==> config.mk <==
export PLATFORM = sky130hd
export DESIGN_NAME = imm_extend_pipe_flat
export DESIGN_NICKNAME = d
export VERILOG_FILES = /design/src/rtl/imm_extend_pipe_if.sv /design/src/rtl/imm_extend_pipe.sv /design/src/flat_wrapper.sv
export SDC_FILE = /design/constraint.sdc
export NUM_CORES = 1
export LEC_CHECK = 0
export CAP_MARGIN = 10
export CORE_MARGIN = 10
export CORE_UTILIZATION = 57
export DETAILED_ROUTE_END_ITERATION = 16
export PLACE_DENSITY = 0.85
export SYNTH_ARGS = -nofsm -noshare
export SYNTH_HDL_FRONTEND = slang
export SYNTH_SLANG_ARGS = --single-unit
==> constraint.sdc <==
create_clock -name clk -period 2.84 [get_ports clk]
set_clock_uncertainty 0.2 [all_clocks]
set_input_delay 0.568 -clock clk [delete_from_list [all_inputs] [get_ports clk]]
set_output_delay 0.568 -clock clk [all_outputs]
set_load 0.02 [all_outputs]
==> src/rtl/imm_extend_pipe_if.sv <==
// Handshake bundle between decode and the immediate-extension stage.
// master drives the immediate and consumes the extended value; slave is the extension unit.
interface imm_extend_pipe_if #(
   parameter int IN_W  = 16,
   parameter int OUT_W = 32
);
   logic             in_valid;
   logic             in_ready;
   logic [IN_W-1:0]  in_imm;
   logic [1:0]       in_mode;
   logic             out_valid;
   logic             out_ready;
   logic [OUT_W-1:0] out_data;
   logic [1:0]       out_mode;
   logic [1:0]       occupancy;

   modport master (
      output in_valid, in_imm, in_mode, out_ready,
      input  in_ready, out_valid, out_data, out_mode, occupancy
   );

   modport slave (
      input  in_valid, in_imm, in_mode, out_ready,
      output in_ready, out_valid, out_data, out_mode, occupancy
   );
endinterface

==> src/rtl/imm_extend_pipe.sv <==
// Immediate extension (sign/zero/upper/branch-offset) behind a registered output plus skid entry.
// Latency: one cycle from input transfer to out_valid.
// Backpressure: in_ready is registered and drops only when both entries are held.
module imm_extend_pipe #(
   parameter int IN_W  = 16,
   parameter int OUT_W = 32
) (
   input  logic             clk,
   input  logic             rst_n,
   imm_extend_pipe_if.slave bus
);

   typedef enum logic [1:0] {
      EMPTY = 2'd0,
      ONE   = 2'd1,
      TWO   = 2'd2
   } state_t;

   typedef struct packed {
      logic [1:0]       mode;
      logic [OUT_W-1:0] data;
   } entry_t;

   state_t           state_q, state_d;
   entry_t           out_q, skid_q, new_e;
   logic             in_ready_q;
   logic             in_fire, out_fire;
   logic             load_out, load_skid, move_skid;
   logic [OUT_W-1:0] sx, zx;

   assign in_fire  = bus.in_valid && in_ready_q;
   assign out_fire = (state_q != EMPTY) && bus.out_ready;

   // Branch offset reuses the sign-extended value; the shift drops the top two sign copies.
   always_comb begin
      sx         = {{(OUT_W-IN_W){bus.in_imm[IN_W-1]}}, bus.in_imm};
      zx         = {{(OUT_W-IN_W){1'b0}}, bus.in_imm};
      new_e.mode = bus.in_mode;
      case (bus.in_mode)
         2'b00:   new_e.data = sx;
         2'b01:   new_e.data = zx;
         2'b10:   new_e.data = zx << (OUT_W-IN_W);
         default: new_e.data = sx << 2;
      endcase
   end

   always_comb begin
      state_d   = state_q;
      load_out  = 1'b0;
      load_skid = 1'b0;
      move_skid = 1'b0;
      case (state_q)
         EMPTY: begin
            if (in_fire) begin
               load_out = 1'b1;
               state_d  = ONE;
            end
         end
         ONE: begin
            case ({in_fire, out_fire})
               2'b10: begin
                  load_skid = 1'b1;
                  state_d   = TWO;
               end
               2'b01:   state_d  = EMPTY;
               2'b11:   load_out = 1'b1;
               default: state_d  = ONE;
            endcase
         end
         TWO: begin
            if (out_fire) begin
               move_skid = 1'b1;
               state_d   = ONE;
            end
         end
         default: state_d = EMPTY;
      endcase
   end

   // in_ready comes out of reset low so the first capture happens only after a clean edge.
   always_ff @(posedge clk or negedge rst_n) begin
      if (!rst_n) begin
         state_q    <= EMPTY;
         in_ready_q <= 1'b0;
         out_q      <= '0;
         skid_q     <= '0;
      end else begin
         state_q    <= state_d;
         in_ready_q <= (state_d != TWO);
         if (load_out)
            out_q <= new_e;
         else if (move_skid)
            out_q <= skid_q;
         if (load_skid)
            skid_q <= new_e;
      end
   end

   assign bus.in_ready  = in_ready_q;
   assign bus.out_valid = (state_q != EMPTY);
   assign bus.out_data  = out_q.data;
   assign bus.out_mode  = out_q.mode;
   assign bus.occupancy = state_q;

endmodule
==> src/flat_wrapper.sv <==
// flat-port wrapper written by rule: the top's interface ports become plain ports
module imm_extend_pipe_flat 
#(
   parameter int IN_W  = 16,
   parameter int OUT_W = 32
)
  (clk, rst_n, bus_in_valid, bus_in_imm, bus_in_mode, bus_out_ready, bus_in_ready, bus_out_valid, bus_out_data, bus_out_mode, bus_occupancy);
  imm_extend_pipe_if #(.IN_W(IN_W), .OUT_W(OUT_W)) bus_i ();
  input  logic clk;
  input  logic rst_n;
  input wire logic [$bits(bus_i.in_valid)-1:0] bus_in_valid;
  input wire logic [$bits(bus_i.in_imm)-1:0] bus_in_imm;
  input wire logic [$bits(bus_i.in_mode)-1:0] bus_in_mode;
  input wire logic [$bits(bus_i.out_ready)-1:0] bus_out_ready;
  output wire logic [$bits(bus_i.in_ready)-1:0] bus_in_ready;
  output wire logic [$bits(bus_i.out_valid)-1:0] bus_out_valid;
  output wire logic [$bits(bus_i.out_data)-1:0] bus_out_data;
  output wire logic [$bits(bus_i.out_mode)-1:0] bus_out_mode;
  output wire logic [$bits(bus_i.occupancy)-1:0] bus_occupancy;
  assign bus_i.in_valid = bus_in_valid;
  assign bus_i.in_imm = bus_in_imm;
  assign bus_i.in_mode = bus_in_mode;
  assign bus_i.out_ready = bus_out_ready;
  assign bus_in_ready = bus_i.in_ready;
  assign bus_out_valid = bus_i.out_valid;
  assign bus_out_data = bus_i.out_data;
  assign bus_out_mode = bus_i.out_mode;
  assign bus_occupancy = bus_i.occupancy;
  imm_extend_pipe #(.IN_W(IN_W), .OUT_W(OUT_W)) u_core (.clk(clk), .rst_n(rst_n), .bus(bus_i));
endmodule
==> run metrics <==
layout cells sized above 1 0.1902; RSZ-0062 raised after global routing false; Pwr per Cell Area between 1000 and 1500 nW/um2; worst hold path type input port to asynchronous set/reset pin; Routed WL around 8400 um; first-pass GRT wire length approximately 14,000 um; leakage power 1.958 nW; Die X approximately 98 um; core region area 5921 um2; Starting Density 0.5850; met2 Track Usage GR 0.2868; Clk Latency, worst-skew pair 0.34 ns; CTS Buf Count 9; Die Ht 97.95 um; clock share of power 0.162; initial antenna violation count 0; P_int 2.773 mW; Util after Layout 0.7189; pin count of the biggest net entering global routing 43; area occupied by multi-input gates 1523 um2; most common flop cell mapped by yosys dfrtp_1; CTS tree built; Final Hold Viols 0; Root Driver clkbuf_8; # DRC 0; met3 usage 0.05708; Final Instance Area 4257 um2; syn nets a little over 300; max cap viols 0; n_diodes 0; GR Layer Usage met1 0.2124; Max Root-Sink Buffers 2; number of synthesized flops with an enable pin 0; fill count 445; Post-CTS Hold Buffers 0; post-route ant nets 0; Post-CTS Resized 0; Max transition margin 0.5159; number of synthesized register bits 71; busiest layer in global routing met2; commonest non-fill, non-tap cell in the layout dfrtp_1; First DRT Iteration DRCs ~150; Worst EP required 2.07 ns; Critical Path AT 1.66 ns; Clock Sinks 71; worst r2r dst u_core.bus.out_data[15]; global-route usage over all layers 0.1757; Ys Warns 0; first drt pass iteration count 4; Least-Margin Pin Slew 0.7261 ns; P&R area growth vs syn 22.90%; Post-CTS Setup Bufs 0; Vias 2,493; Seq pwr share 0.410; Reg2Reg Setup Slack 0.92 ns; grt total ovfl 0; Final min period 2.427 ns; Worst Setup SP u_core.bus.occupancy[1]; vias in the first global route 2,617; Netlist Area Pre-Place 3463 um2; io pins 60; Placer Congestion 0.8751; switching pwr 1.555 mW; Cell Rows 28; Post-Synthesis Cells 285; sequential fraction of the synthesis area 0.5130; endpoints failing setup 0; count of cell types in the netlist 33; Comb pwr share 0.428; Achievable Freq 412.0 MHz; worst hold slack 0.07615 ns; CP Capture Type primary output; setup tns final 0 ns; register area 1777 um2; post-detail-place hpwl about 6100 um; WL/cell 19.86 um; Max Slew Vio Count 0; maximum VDD drop 0.0005253 V; startpoint type of the worst setup path flip-flop; period utilization 0.8547; post-synthesis async set-or-reset flop share 1.000; syn avg cell area 12.15 um2; Post-Place Cell Area 4093 um2; Setup CP Type flip-flop to primary output; CP max FO 9; Critical Path End bus_out_valid; Nets 366; sw frac 0.3593; most frequent cells in the layout dfrtp_1 (71), clkdlybuf4s50_1 (58), a21oi_1 (46); clock slew at the register clock pins of the worst setup and hold paths roughly 0.060 ns; post-DR vias/cell 5.908; status completed; die area about 9600 um2; startpoint of the worst-slack reg-to-reg timing path u_core.bus.occupancy[1]; H-tree lvl count 3; IO Port Bufs 59; r2r worst-path depth 3
[registers in the layout, indices dropped and copies added (netlist names)]
| name | flops |
|---|---|
| u_core.bus.occupancy | 2 |
| u_core.bus.out_data | 32 |
| u_core.skid_q | 34 |
| u_core.bus.in_ready | 1 |
| u_core.bus.out_mode | 2 |
[area by class of cell]
class / instances / area share
Sequential cell: 71 / 0.4174
Clock buffer: 13 / 0.03733
Tap cell: 75 / 0.02205
Clock inverter: 1 / 0.001176
Inverter: 3 / 0.002646
Timing Repair Buffer: 71 / 0.1617
Multi-Input combinational cell: 188 / 0.3577
[kinds of logic (layout without fill, tap and decap cells)]
kind of cell | count (synthesis) | count (layout) | synth area share
DFF | 71 | 71 | 0.5130
muxes | 65 | 65 | 0.2001
and+or+nand+nor | 40 | 40 | 0.07551
AOI/OAI and AO/OA | 83 | 83 | 0.1640
buffers and inverters | 26 | 88 | 0.04732
[metal layers]
| layer | vias up | part of all wire | wire (um) |
|---|---|---|---|
| li1 | 1169 | - | - |
| met1 | 1240 | 0.42 | 3543 |
| met2 | 70 | 0.49 | 4147 |
| met3 | 14 | 0.065 | 541 |
| met4 | 0 | 0.018 | 148 |
| met5 | - | 0 | 0 |
[Yosys cell counts, types with 2 or more instances]
cell | n | share of area
a21oi_1 | 46 | 0.066
a22o_1 | 13 | 0.033
a31oi_1 | 2 | 0.0036
and2_1 | 17 | 0.031
nand2_1 | 5 | 0.0054
buf_4 | 8 | 0.017
dfrtp_1 | 71 | 0.51
a221o_1 | 17 | 0.049
mux2_2 | 33 | 0.11
mux2i_1 | 31 | 0.090
inv_1 | 2 | 0.0022
buf_2 | 5 | 0.0072
and3b_1 | 2 | 0.0051
nor2b_1 | 3 | 0.0054
nor3_1 | 3 | 0.0043
o22ai_1 | 2 | 0.0036
buf_6 | 4 | 0.013
clkbuf_1 | 6 | 0.0065
[critical path, cell delays in order, from the launching register on]
cell and delay [ns]:
dfrtp_1 0.46, or2_2 0.32, clkdlybuf4s50_1 0.54
[power by group through the flow]
stage                     sequential, mW  combinational [mW]  clock (mW)
final                               1.78                1.85       0.702
after global routing                1.84                2.01       0.756
after CTS                           1.78                1.88       0.714
after detailed placement            1.79                1.87           0
after global placement              1.76                1.80           0
after floorplan                     2.01               0.863           0
[worst min-delay path by stage]
stage	cells past startpoint	slack, ns	end
after floorplan	0	0.07	u_core.bus.in_ready
after global placement	1	0.26	u_core.skid_q[7]
after detailed placement	1	0.27	u_core.skid_q[7]
after CTS	1	0.1	u_core.skid_q[0]
after global routing	1	0.12	u_core.skid_q[0]
final	1	0.08	u_core.bus.occupancy[1]
[per-stage QoR]
| step | power [mW] | setup slack, ns | std cells |
|---|---|---|---|
| 6_report | 4.328 | 0.4127 | 422 |
| 3_3_place_gp | 3.562 | 0.3700 | 408 |
| 4_1_cts | 4.367 | 0.4007 | 422 |
| 5_1_grt | 4.607 | 0.3586 | 422 |
| 3_5_place_dp | 3.651 | 0.3254 | 408 |
| 2_1_floorplan | 2.871 | 0.9863 | 285 |
Note: power is estimated with default switching activity, not from simulation.
